[src/rtl/mips_pkg.sv]
// Shared definitions for the multicycle MIPS control path: state encoding,
// supported opcodes, datapath select encodings and the DECODE dispatch helper.
package mips_pkg;

  typedef enum logic [3:0] {
    S_INIT      = 4'd0,
    S_FETCH     = 4'd1,
    S_DECODE    = 4'd2,
    S_MEM_ADDR  = 4'd3,
    S_MEM_READ  = 4'd4,
    S_MEM_WB    = 4'd5,
    S_MEM_WRITE = 4'd6,
    S_R_EXEC    = 4'd7,
    S_R_WB      = 4'd8,
    S_ADDI_EXEC = 4'd9,
    S_ADDI_WB   = 4'd10,
    S_BRANCH    = 4'd11,
    S_JUMP      = 4'd12
  } state_t;

  localparam logic [5:0] OP_RTYPE = 6'h00;
  localparam logic [5:0] OP_J     = 6'h02;
  localparam logic [5:0] OP_BEQ   = 6'h04;
  localparam logic [5:0] OP_ADDI  = 6'h08;
  localparam logic [5:0] OP_LW    = 6'h23;
  localparam logic [5:0] OP_SW    = 6'h2B;

  localparam logic [1:0] ALUOP_ADD   = 2'b00;
  localparam logic [1:0] ALUOP_SUB   = 2'b01;
  localparam logic [1:0] ALUOP_FUNCT = 2'b10;

  localparam logic [1:0] ASB_B       = 2'b00;
  localparam logic [1:0] ASB_FOUR    = 2'b01;
  localparam logic [1:0] ASB_IMM     = 2'b10;
  localparam logic [1:0] ASB_IMM_SH2 = 2'b11;

  localparam logic [1:0] PCS_ALU    = 2'b00;
  localparam logic [1:0] PCS_ALUOUT = 2'b01;
  localparam logic [1:0] PCS_JUMP   = 2'b10;

  // State following DECODE; FETCH means the opcode is unsupported.
  function automatic state_t decode_target(input logic [5:0] op);
    case (op)
      OP_LW, OP_SW: return S_MEM_ADDR;
      OP_RTYPE:     return S_R_EXEC;
      OP_ADDI:      return S_ADDI_EXEC;
      OP_BEQ:       return S_BRANCH;
      OP_J:         return S_JUMP;
      default:      return S_FETCH;
    endcase
  endfunction

endpackage

[src/rtl/control_unit.sv]
// Multicycle MIPS control unit (Moore FSM).
// Params : MEM_WAIT  extra wait cycles per memory access (0..15)
// Inputs : Clk, Reset (sync, active high), Op (IR[31:26], sampled in DECODE)
// Outputs: PC enables/select, memory and register-file controls, ALU selects,
//          IllegalOp (one cycle, in the FETCH after an unsupported opcode),
//          State (current state encoding for debug)
module control_unit
  import mips_pkg::*;
#(
  parameter int unsigned MEM_WAIT = 0
) (
  input  logic       Clk,
  input  logic       Reset,
  input  logic [5:0] Op,
  output logic       PCwrite,
  output logic       PCwriteCOND,
  output logic [1:0] PCsource,
  output logic       IorD,
  output logic       MemRead,
  output logic       MemWrite,
  output logic       IRwrite,
  output logic       MemtoReg,
  output logic       RegDst,
  output logic       RegWrite,
  output logic       ALUSrcA,
  output logic [1:0] ALUSrcB,
  output logic [1:0] ALUOp,
  output logic       IllegalOp,
  output logic [3:0] State
);

  localparam logic [3:0] MW = 4'(MEM_WAIT);

  state_t     state_q, state_d;
  logic [3:0] cnt_q;
  logic [5:0] opcode_q;
  logic       illegal_q;
  logic       wait_done;
  logic       counting;

  assign wait_done = (cnt_q == MW);
  assign counting  = (state_q == S_FETCH) || (state_q == S_MEM_READ) ||
                     (state_q == S_MEM_WRITE);

  always_ff @(posedge Clk) begin
    if (Reset) begin
      state_q   <= S_INIT;
      cnt_q     <= '0;
      opcode_q  <= '0;
      illegal_q <= 1'b0;
    end else begin
      state_q <= state_d;
      if (state_d != state_q)
        cnt_q <= '0;
      else if (counting && !wait_done)
        cnt_q <= cnt_q + 4'd1;
      if (state_q == S_DECODE)
        opcode_q <= Op;
      illegal_q <= (state_q == S_DECODE) && (decode_target(Op) == S_FETCH);
    end
  end

  always_comb begin
    state_d = state_q;
    case (state_q)
      S_INIT:      state_d = S_FETCH;
      S_FETCH:     if (wait_done) state_d = S_DECODE;
      S_DECODE:    state_d = decode_target(Op);
      // Load/store split uses the opcode latched in DECODE, not the live Op.
      S_MEM_ADDR:  state_d = (opcode_q == OP_LW) ? S_MEM_READ : S_MEM_WRITE;
      S_MEM_READ:  if (wait_done) state_d = S_MEM_WB;
      S_MEM_WRITE: if (wait_done) state_d = S_FETCH;
      S_R_EXEC:    state_d = S_R_WB;
      S_ADDI_EXEC: state_d = S_ADDI_WB;
      S_MEM_WB, S_R_WB, S_ADDI_WB, S_BRANCH, S_JUMP:
                   state_d = S_FETCH;
      default:     state_d = S_INIT;
    endcase
  end

  always_comb begin
    PCwrite     = 1'b0;
    PCwriteCOND = 1'b0;
    PCsource    = PCS_ALU;
    IorD        = 1'b0;
    MemRead     = 1'b0;
    MemWrite    = 1'b0;
    IRwrite     = 1'b0;
    MemtoReg    = 1'b0;
    RegDst      = 1'b0;
    RegWrite    = 1'b0;
    ALUSrcA     = 1'b0;
    ALUSrcB     = ASB_B;
    ALUOp       = ALUOP_ADD;
    case (state_q)
      S_FETCH: begin
        MemRead = 1'b1;
        if (wait_done) begin
          IRwrite = 1'b1;
          ALUSrcB = ASB_FOUR;
          PCwrite = 1'b1;
        end
      end
      S_DECODE:    ALUSrcB = ASB_IMM_SH2;
      S_MEM_ADDR, S_ADDI_EXEC: begin
        ALUSrcA = 1'b1;
        ALUSrcB = ASB_IMM;
      end
      S_MEM_READ: begin
        MemRead = 1'b1;
        IorD    = 1'b1;
      end
      S_MEM_WB: begin
        RegWrite = 1'b1;
        MemtoReg = 1'b1;
      end
      S_MEM_WRITE: begin
        MemWrite = 1'b1;
        IorD     = 1'b1;
      end
      S_R_EXEC: begin
        ALUSrcA = 1'b1;
        ALUOp   = ALUOP_FUNCT;
      end
      S_R_WB: begin
        RegWrite = 1'b1;
        RegDst   = 1'b1;
      end
      S_ADDI_WB:   RegWrite = 1'b1;
      S_BRANCH: begin
        ALUSrcA     = 1'b1;
        ALUOp       = ALUOP_SUB;
        PCwriteCOND = 1'b1;
        PCsource    = PCS_ALUOUT;
      end
      S_JUMP: begin
        PCwrite  = 1'b1;
        PCsource = PCS_JUMP;
      end
      default: ;
    endcase
  end

  assign IllegalOp = illegal_q;
  assign State     = state_q;

endmodule

[config.mk]
export PLATFORM = sky130hd
export DESIGN_NAME = control_unit
export DESIGN_NICKNAME = d
export VERILOG_FILES = /design/src/rtl/mips_pkg.sv /design/src/rtl/control_unit.sv
export SDC_FILE = /design/constraint.sdc
export NUM_CORES = 1
export LEC_CHECK = 0
export CORE_UTILIZATION = 30
export DETAILED_ROUTE_END_ITERATION = 8
export PLACE_DENSITY = 0.6
export SYNTH_ARGS = -nofsm -noshare
export SYNTH_HDL_FRONTEND = slang
export SYNTH_SLANG_ARGS = --single-unit
export TNS_END_PERCENT = 30
[constraint.sdc]
create_clock -name Clk -period 2.3 [get_ports Clk]
set_input_delay 0.69 -clock Clk [delete_from_list [all_inputs] [get_ports Clk]]
set_output_delay 0.69 -clock Clk [all_outputs]
set_load 0.005 [all_outputs]
# --- Yosys cells after proc, flatten, opt, wreduce, memory -nomap -nowiden ---
# Index checks and enable logic that the tools add are counted.
word_totals:
  wordCells: 63
  inputBits: 8
  output_inout_bits: 21
  register_bits: 15
classes:
  n_reduce_logical: 16
  n_eq_ne: 20
  add_sub_neg: 1
  muxes: 22
ops:
  columns: ["operator", "n"]
  rows:
  - ["case mux 4 bit (8 select lines)", 1]
  - ["equality test 4 bit (second input constant)", 5]
  - ["case mux 4 bit (5 select lines)", 1]
  - ["equality test 6 bit (second input constant)", 3]
  - ["equality test 4 x 3 -> 1 bit (second input constant)", 4]
  - ["two-way mux 4 bit", 4]
  - ["two-way mux 1 bit", 11]
  - ["OR reduction 2 bit", 5]
  - ["equality test 4 x 1 -> 1 bit (second input constant)", 2]
  - ["equality test 4 x 2 -> 1 bit (second input constant)", 2]
  - ["logical NOT 4 bit", 2]
  - ["case mux 2 bit (2 select lines)", 2]
  - ["equality test 6 x 2 -> 1 bit (second input constant)", 1]
  - ["equality test 6 x 3 -> 1 bit (second input constant)", 1]
  - ["equality test 6 x 4 -> 1 bit (second input constant)", 1]
  - ["logical NOT 6 bit", 1]
  - ["case mux 2 bit (3 select lines)", 1]
  - ["OR reduction 6 bit", 1]
  - ["adder 4 x 1 -> 4 bit (second input constant)", 1]
  - ["!= test 4 bit", 1]
  - ["OR reduction 4 bit", 1]
  - ["OR reduction 3 bit", 1]
  - ["logical AND 1 bit", 2]
  - ["logical OR 1 bit", 2]
  - ["3 further kinds", 3]

# --- Logic depth before layout (Yosys ltp) ---
# Gate-level depths: netlist (run 1).
logic_depth:
  ltp_word: 6
  depth_mapped: 7
  depth_no_buf: 7

# --- Least setup slack after synthesis (run 1) ---
# OpenSTA, ideal clock, no wires.
synth_path:
  path_kind: "reg2out"
  start: "reg cnt_q[0]"
  end: "out PCwrite"
  required_time_ps: 1610
  path_buffers: 0
  stages_incl_launch_ff: 6
  t_arrival_ps: 1393
  slack_ps: 217
  cell_sequence: "dfxtp_1 -> inv_1 -> ha_1 -> or3b_1 -> nor4_1 -> or2_2"
synth_between:
  elab_chain_len: 3
synth_rtl:
  columns: ["item", "line", "rtl"]
  rows:
  - ["start, declared", "control_unit.sv:35", "logic [3:0] cnt_q;"]
  - ["start signal, assigned", "control_unit.sv:56", "cnt_q <= cnt_q + 4'd1;"]
  - ["logical NOT 4 bit", "control_unit.sv:41", "assign wait_done = (cnt_q == MW);"]
  - ["two-way mux 1 bit", "control_unit.sv:98", "if (wait_done) begin"]
  - ["case mux 1 bit (2 select lines)", "control_unit.sv:95", "case (state_q)"]
  - ["end, declared", "control_unit.sv:15", "output logic PCwrite,"]
# No other way between the ends.

# --- Worst setup path after layout (run 1) ---
layout_path:
  start: "reg cnt_q[1]"
  end: "out PCwrite"
# Same word-level chain as after synthesis.

==> results of run 1 <==
cell usage after synthesis (3+ instances only):
master and instances:
nand2_1 24, dfxtp_1 15, a21oi_1 14, nor2_1 14, nor3_1 11, o21ai_0 8
inv_1 5, clkbuf_1 4, nand2b_1 4, xor2_1 3
cell type report:
class,instances,area (um^2)
Timing Repair Buffer,49,456.7
Clock buffer,3,22.52
Sequential cell,15,311.5
Fill cell,351,1754
Tap cell,46,57.56
Clock inverter,1,5.005
Multi-Input combinational cell,114,710.7
Inverter,5,18.77
metal layers:
layer,global-route usage [%],up-vias
met1,20.92,534
li1,-,599
met4,6.818,0
met2,30.61,32
met3,2.559,4
met5,0,-
what timing repair did:
action                     in CTS  in global routing
cloned                          0                  0
resized for setup              28                 15
setup buffers                   2                  1
pin swaps                       3                  2
hold buffers                    0                  0
setup endpoints to repair      16                 14
sequential cells by signal, summed over array words and instances, names as in the netlist:
signal / flops
State: 4
opcode_q: 6
IllegalOp: 1
cnt_q: 4
through the flow:
step | setup slack (ns) | area, um^2 | utilization, % | total power [mW] | hold slack, ns
2_1_floorplan | 0.2170 | 1044 | - | 0.3515 | 0.4316
3_3_place_gp | -0.1928 | 1458 | 43.68 | 0.4251 | 0.4437
6_report | -0.1343 | 1583 | 47.43 | 0.5880 | 0.4620
3_5_place_dp | -0.2729 | 1458 | 43.68 | 0.4280 | 0.4493
4_1_cts | -0.1809 | 1545 | 46.31 | 0.5896 | 0.4626
5_1_grt | -0.2201 | 1583 | 47.43 | 0.6308 | 0.4836
worst min-delay path, delay by kind of cell, from the launching register on:
family / cells / cell delay, ns
flops: 1 / 0.32
simple gates: 1 / 0.05
compound gates: 1 / 0.05
path summary, 6_finish.rpt:
check                              endpoint  cells past startpoint
worst max-delay path                PCwrite                      7
worst min-delay path            opcode_q[1]                      2
worst max register to register     cnt_q[0]                      8
worst min register to register  opcode_q[1]                      2
logic make-up after synthesis:
group / after synthesis
and+or+nand+nor: 70
xor gates and xnor gates: 5
AOI/OAI and AO/OA: 37
adders and majority gates: 2
DFF: 15
buffers and inverters: 16
power by group through the flow:
| stage | Clock (mW) | Combinational, mW | Sequential (mW) |
|---|---|---|---|
| 2_1_floorplan | 0 | 0.0748 | 0.277 |
| 3_3_place_gp | 0 | 0.149 | 0.276 |
| 3_5_place_dp | 0 | 0.151 | 0.277 |
| 4_1_cts | 0.161 | 0.157 | 0.272 |
| 5_1_grt | 0.178 | 0.182 | 0.271 |
| 6_report | 0.154 | 0.164 | 0.270 |
==> results.ini, run 1 <==
[routing]
drtPass1Iterations=4
wl_met2_um=1482
wl_met1_um=1324
post_drt_wl_per_cell_um=12.65
top_layer=met4
vias_per_cell=5.017
drc=0
ant_nets=0
drt-initial-drc-count=46
wl_met3_um=114
num_vias=1169
wirelength_um=2947

[grt]
antenna_found_initial=0
grt_pass1_wl_um=4747
grt_max_degree=19
grt_overflow_total=0
grtUsageTotal_pct=17.28
first_global_vias=1068

[clocking]
path_clk_slew_ns=0.10
htree_levels=1
cts_made_buffers=3
ctsRootBufferMaster=clkbuf_4
numClockSinks=15
clkLatencyLatePin_ns=0.28
tritoncts=yes
clk_path_buf_depth=2

[final_layout]
drive_above_1_share_pct=26.74
area_growth_pct=51.68
final_cell_mix=nand2_1 (23), buf_4 (19), clkdlybuf4s50_1 (18), a21oi_1 (14), nor2_1 (13)
diodes=0
final_common_cell=nand2_1
nets=198
layout.cells.non_filler=233

[timing]
setup-tns-final_ns=-0.2284
min_period_ns=2.434
fin_crit_sh_pct=105.8
finalHoldViolCount=0
drv_slew=0
setup_viol=3
max_freq_mhz=410.8
rsz0062_at_grt=yes
worst_slack_ns=-0.1343
maxSlewHeadroom_pct=56.26
finClkSkew_ns=0.001091
worst_pin_slew_ns=0.6512

[die]
die_area_mm2=0.003718
core_area_mm2=0.003337
die_h_um=60.98
ios=29
start_util_pct=31.27
die_w_um=60.98
core.rowCount=21

[yosys]
synth_edf_count=0
synthesis.area_mm2=0.001044
synth_largest_area_cell=dfxtp_1
synthArstFlopShare_pct=0
synth_top_family_by_area=simple AND/OR/NAND/NOR gates
synth_xor_xnor_area_share_pct=4.197
yosys_most_used_dff=dfxtp_1
muxShareOfSynthArea_pct=0
ys_seq_area_share_pct=28.78
syn-num-nets=155
synth_simple_gate_area_share_pct=33.33
syn_inst=145
synth_area_leaders=dfxtp_1 (29%), nand2_1 (8.6%), a21oi_1 (6.7%)
postSynthAreaPerCell_um2=7.197
yosysWarnings=0
synth_top_cell_area_share_pct=28.78
synth_cell_type_count=40
synth_fa_ha_area_share_pct=2.398
ys_seq_elements=15
synth-compound-area-share_pct=23.86

[worst_setup_path]
cp_slowest_stage_delay_ns=0.39
required_ns=1.61
criticalPathCategory=flop to output pin
critPathTopFamily=simple AND/OR/NAND/NOR gates
crit_chain=inv_2 -> ha_4 -> or3b_4 -> nor4_4 -> buf_4 -> or2_4 -> buf_6
slowest_stage=or3b_4
r2r-start=cnt_q[1]
worst_setup_path_end_kind=output pin
startpoint=cnt_q[1]
crit_buf_inv=3
arrival_ns=1.74
reg2reg_slack_ns=0.35
cp-start-kind=flop
path_max_fanout=3

[placed_design]
place_congestion=0.8422
io_buffer_count=28
place_inst=226
hpwl_um=2192

[worst_hold_path]
worstHoldStart=opcode_q[1]
hold_class=flop to flop

[run_status]
violations=negative setup slack
status=finished with violations

[pwr]
power_frac_clock_pct=26.2
seq_power_share_pct=45.9
p_comb_share_pct=27.8
p_sw_share_pct=29.16
p_sw_mw=0.1715
p_per_area_mw_per_mm2=371.5
leakagePower_nw=0.6558
intPower_mw=0.4166
peakVddDrop_v=0.0003078

[flow_run]
cap_viol_max_count=0

Note: power is estimated with default switching activity, not from simulation.
==> run 2: changes to the inputs <==
--- a/config.mk
+++ b/config.mk
@@ -5,6 +5,7 @@
 export SDC_FILE = /design/constraint.sdc
 export NUM_CORES = 1
 export LEC_CHECK = 0
+export CAP_MARGIN = 10
 export CORE_UTILIZATION = 30
 export DETAILED_ROUTE_END_ITERATION = 8
 export PLACE_DENSITY = 0.6
==> results of run 2 <==
Same layout as run 1: the final DEF is identical, and so are final timing and power.
